File: config.mk
export PLATFORM = sky130hd
export DESIGN_NAME = pid_seq
export DESIGN_NICKNAME = d
export VERILOG_FILES = /design/src/rtl/pid_seq_pkg.sv /design/src/rtl/err_sat_12to10.sv /design/src/rtl/pid_seq.sv
export SDC_FILE = /design/constraint.sdc
export NUM_CORES = 1
export LEC_CHECK = 0
export BUFFER_PORTS_ARGS = -buffer_cell sky130_fd_sc_hd__buf_4
export CAP_MARGIN = 0
export CORE_ASPECT_RATIO = 1.5
export CORE_MARGIN = 2
export CORE_UTILIZATION = 26
export DETAILED_ROUTE_END_ITERATION = 10
export PLACE_DENSITY = 0.46
export SLEW_MARGIN = 5
export SYNTH_ARGS = -nofsm -noshare
export SYNTH_HDL_FRONTEND = slang
export SYNTH_HIERARCHICAL = 1
export SYNTH_SLANG_ARGS = --single-unit
File: constraint.sdc
create_clock -name clk -period 6.2 [get_ports clk]
set_input_delay 1.55 -clock clk [delete_from_list [all_inputs] [get_ports clk]]
set_output_delay 1.55 -clock clk [all_outputs]
set_load 0.01 [all_outputs]
File: src/rtl/pid_seq_pkg.sv
// Shared types and default constants for the forward-speed sequencer.
// Also holds the |err| helper used by the settle detector.
package pid_seq_pkg;

  typedef enum logic [2:0] {
    IDLE   = 3'd0,
    RAMP   = 3'd1,
    RUN    = 3'd2,
    DECEL  = 3'd3,
    SETTLE = 3'd4
  } state_t;

  localparam logic [9:0] DEF_MAX_FRWRD     = 10'd512;
  localparam logic [9:0] DEF_RAMP_STEP     = 10'd16;
  localparam logic [9:0] DEF_SETTLE_THRESH = 10'd16;
  localparam logic [7:0] DEF_SETTLE_CNT    = 8'd8;

  // Widened to 11 bits so that -512 maps to +512 instead of wrapping.
  function automatic logic [10:0] abs_err(input logic signed [9:0] v);
    logic signed [10:0] ext;
    ext = {v[9], v};
    if (ext[10])
      return 11'(-ext);
    else
      return 11'(ext);
  endfunction

endpackage

File: src/rtl/err_sat_12to10.sv
// Clamps a signed 12-bit heading error into the signed 10-bit PID range.
module err_sat_12to10 (
  input  logic signed [11:0] error,
  output logic signed [9:0]  err_sat
);

  always_comb begin
    err_sat = error[9:0];
    if (error > 12'sd511)
      err_sat = 10'sh1FF;
    else if (error < -12'sd512)
      err_sat = 10'sh200;
  end

endmodule

File: src/rtl/pid_seq.sv
// Forward-speed sequencer: ramps frwrd up on go, down on stop, then waits for
// the heading error to settle before pulsing done.
//
//   state  | meaning
//   IDLE   | stopped, frwrd = 0, integrator cleared
//   RAMP   | frwrd rises by RAMP_STEP per sample up to MAX_FRWRD
//   RUN    | cruising at MAX_FRWRD
//   DECEL  | frwrd falls by RAMP_STEP per sample down to 0
//   SETTLE | frwrd = 0, counting consecutive small-error samples
module pid_seq
  import pid_seq_pkg::*;
#(
  parameter logic [9:0] MAX_FRWRD     = DEF_MAX_FRWRD,
  parameter logic [9:0] RAMP_STEP     = DEF_RAMP_STEP,
  parameter logic [9:0] SETTLE_THRESH = DEF_SETTLE_THRESH,
  parameter logic [7:0] SETTLE_CNT    = DEF_SETTLE_CNT
) (
  input  logic              clk,
  input  logic              rst_n,
  input  logic              go,
  input  logic              stop,
  input  logic signed [11:0] error,
  input  logic              error_vld,
  output logic signed [9:0] err_sat,
  output logic              err_vld,
  output logic              moving,
  output logic [9:0]        frwrd,
  output logic              done
);

  state_t      state_q, state_d;
  logic [9:0]  frwrd_d;
  logic [7:0]  cnt_q, cnt_d;
  logic        done_d;
  logic signed [9:0] err_sat_c;
  logic [10:0] ramp_sum;
  logic [7:0]  cnt_inc;
  logic        settled;

  err_sat_12to10 u_sat (
    .error   (error),
    .err_sat (err_sat_c)
  );

  always_ff @(posedge clk or negedge rst_n) begin
    if (!rst_n) begin
      err_sat <= '0;
      err_vld <= 1'b0;
    end else begin
      err_vld <= error_vld;
      if (error_vld)
        err_sat <= err_sat_c;
    end
  end

  assign ramp_sum = {1'b0, frwrd} + {1'b0, RAMP_STEP};
  assign cnt_inc  = cnt_q + 8'd1;
  assign settled  = (abs_err(err_sat) <= {1'b0, SETTLE_THRESH});

  always_comb begin
    state_d = state_q;
    frwrd_d = frwrd;
    cnt_d   = cnt_q;
    done_d  = 1'b0;
    case (state_q)
      IDLE: begin
        frwrd_d = '0;
        cnt_d   = '0;
        if (go && !stop)
          state_d = RAMP;
      end
      RAMP: begin
        // stop wins over a coincident sample so frwrd freezes where it is
        if (stop) begin
          state_d = DECEL;
        end else if (err_vld) begin
          if (ramp_sum >= {1'b0, MAX_FRWRD}) begin
            frwrd_d = MAX_FRWRD;
            state_d = RUN;
          end else begin
            frwrd_d = ramp_sum[9:0];
          end
        end
      end
      RUN: begin
        frwrd_d = MAX_FRWRD;
        if (stop)
          state_d = DECEL;
      end
      DECEL: begin
        if (err_vld) begin
          if (frwrd <= RAMP_STEP) begin
            frwrd_d = '0;
            cnt_d   = '0;
            state_d = SETTLE;
          end else begin
            frwrd_d = frwrd - RAMP_STEP;
          end
        end
      end
      SETTLE: begin
        frwrd_d = '0;
        if (err_vld) begin
          if (settled) begin
            if (cnt_inc == SETTLE_CNT) begin
              cnt_d   = '0;
              done_d  = 1'b1;
              state_d = IDLE;
            end else begin
              cnt_d = cnt_inc;
            end
          end else begin
            cnt_d = '0;
          end
        end
      end
      default: begin
        state_d = IDLE;
        frwrd_d = '0;
        cnt_d   = '0;
      end
    endcase
  end

  // Outputs are registered from the next-state values so they line up with state_q.
  always_ff @(posedge clk or negedge rst_n) begin
    if (!rst_n) begin
      state_q <= IDLE;
      frwrd   <= '0;
      cnt_q   <= '0;
      done    <= 1'b0;
      moving  <= 1'b0;
    end else begin
      state_q <= state_d;
      frwrd   <= frwrd_d;
      cnt_q   <= cnt_d;
      done    <= done_d;
      moving  <= (state_d != IDLE);
    end
  end

endmodule
==> impl_metrics.json <==
{
  "final.setup.tns_ns": 0,
  "die_area_um2": 8810,
  "antenna_found_initial": 0,
  "cts_tree": "yes",
  "htreeDepth": 2,
  "cts.sinks": 30,
  "grt_pass1_wl_um": 9140,
  "critPathRequiredTime_ns": 4.65,
  "area_delta_synth_final_pct": 20.2,
  "netlist_top_cells_area": "dfrtp_1, o21ai_0, nand2_1, nor2_1, ha_1",
  "timing.final.crit_period_ns": 2.59,
  "grt_overflow": 0,
  "rsz0062_at_grt": "false",
  "ys_seq_area_frac": 0.358,
  "crit_family": "flip-flops",
  "ys_ff_latch": 30,
  "ir_drop_uv": 122,
  "slew-limit-headroom": 0.621,
  "pwr_density_cell_nw_per_um2": 370,
  "track_usage": 0.129,
  "floorplan.die.height_um": 114,
  "cts_made_buffers": 5,
  "layout_common_cells": "buf_4, dfrtp_1, nand2_1",
  "setup_viol": 0,
  "num_antenna_cells": 0,
  "fin_skew_ns": 0.00447,
  "ctsHoldBuffers": 0,
  "grt_start_max_net_pins": 31,
  "wl_per_cell_um": 14.2,
  "drc_errors": 0,
  "gp_congestion": 0.870,
  "first_pass_iters": 4,
  "async_reset_ff_frac": 1.00,
  "ys_warn_count": 6,
  "hold_viol": 0,
  "vias": 1887,
  "root_buffer": "clkbuf_16",
  "die_x_um": 77.3,
  "core_um2": 7910,
  "finalMaxSlewViolations": 0,
  "clk_latency_ns": 0.27,
  "cp_max_fo": 11,
  "nets": 294,
  "final_area_um2": 2520,
  "start_kind": "register",
  "cp_cell_sequence": "buf_4",
  "totalWireLength_um": 5350,
  "num-fill-cells": 883,
  "ys.flop_type": "dfrtp_1",
  "pin_count": 40,
  "netlist.area_leader.share": 0.358,
  "critical_path_buf_inv_count": 1,
  "crit_arrival_ns": 1.04,
  "worstSetupPathType": "register to output port",
  "power.leakage_uw": 0.00110,
  "cts_buffer_depth": 2,
  "post-route-period-util": 0.418,
  "synth.distinct_cells": 56,
  "drive_gt1_frac": 0.203,
  "cts_setup_buffers": 0,
  "hpwl_um": 3950,
  "slowest_delay_ns": 0.57,
  "antenna_left": 0,
  "layout_commonest_cell": "buf_4",
  "avgSynthCellArea_um2": 8.59,
  "drv_cap": 0,
  "viasPerCell": 5.02,
  "netlist_instances": 244,
  "max_freq_mhz": 386,
  "synth_edf_count": 0,
  "crit_slowest_cell": "dfrtp_1",
  "worst_slew_pin_slew_ns": 0.563,
  "grt_pass1_vias": 1860,
  "rows": 40,
  "endpoint_kind": "output port",
  "status": "completed",
  "yosysTopAreaCell": "dfrtp_1",
  "io_buffers": 35,
  "synth.cell_area_um2": 2100,
  "hp-class": "register to register",
  "dpl_cell_area_um2": 2390,
  "dr.first_iter.drc_count": 114,
  "cts.clk_slew.worst_paths_ns": 0.05,
  "ctsResizeCount": 0,
  "initial_core_util": 0.265
}
-- synth_stat cells (3+ instances only) --
cell type	number
a21boi_0	9
a21oi_1	4
a22o_1	3
a31o_2	3
a31oi_1	4
and3_1	3
buf_2	3
buf_4	5
buf_6	3
clkbuf_1	6
dfrtp_1	30
ha_1	6
inv_1	11
mux2_2	5
nand2_1	24
nand3_1	10
nor2_1	23
nor3_1	5
nor4_1	3
o211ai_1	4
o21ai_0	23
o22ai_1	10
or3_1	3
-- sequential cells by signal (all words and copies together), names as in the netlist --
| signal | flops |
|---|---|
| done | 1 |
| err_sat | 10 |
| state_q | 3 |
| frwrd | 6 |
| err_vld | 1 |
| cnt_q | 8 |
| moving | 1 |
-- per-stage QoR --
stage	hold WS, ns	total power, µW	util	setup slack [ns]	cells
after detailed placement	0.501	709	0.302	3.45	369
after global routing	0.549	1010	0.319	3.57	376
after CTS	0.512	943	0.319	3.59	376
after global placement	0.487	707	0.302	3.46	369
after floorplan	0.469	588	-	3.70	247
final	0.508	932	0.319	3.61	376
-- layout make-up --
type	instances	area, µm²	share of cell area
Clock buffer	7	133	0.0526
Timing Repair Buffer	35	263	0.104
Tap cell	105	131	0.0521
Inverter	13	48.8	0.0194
Multi-Input combinational cell	186	1190	0.474
Sequential cell	30	751	0.298
-- cell families (layout without fill, tap and decap cells) --
family                     Yosys count  count (layout)  synth area share
AOI/OAI and AO/OA                   82              82             0.279
and+or+nand+nor                     83              83             0.195
DFF                                 30              30             0.358
xor gates and xnor gates             4               4            0.0167
muxes                                7               7            0.0364
adders and majority gates            6               6            0.0358
buffers and inverters               31              55            0.0776
other                                1               4           0.00179
-- path summary, 6_finish.rpt --
check	start	to	slack, ns	cells past startpoint
max	frwrd[7]$_DFFE_PN0P_	frwrd[7]	3.61	1
min	cnt_q[7]$_DFFE_PN0P_	cnt_q[7]$_DFFE_PN0P_	0.51	2
max in group asynchronous	rst_n	cnt_q[0]$_DFFE_PN0P_	4.70	1
min in group asynchronous	rst_n	frwrd[6]$_DFFE_PN0P_	1.20	1
min reg2reg	cnt_q[7]$_DFFE_PN0P_	cnt_q[7]$_DFFE_PN0P_	0.51	2
max reg2reg	frwrd[4]$_DFFE_PN0P_	moving$_DFF_PN0_	3.75	6
-- metal layers --
| layer | up-vias | track usage | part of all wire |
|---|---|---|---|
| met2 | 54 | 0.231 | 0.53 |
| met4 | 0 | 0.0548 | 0.017 |
| met5 | - | 0 | 0 |
| li1 | 938 | - | - |
| met3 | 6 | 0.0261 | 0.040 |
| met1 | 889 | 0.148 | 0.42 |
-- power breakdown --
part,switching (µW),internal (µW)
sequential,69.0,230
clock,80.8,146
combinational,228,178
total,378,554
Note: power is estimated with default switching activity, not from simulation.
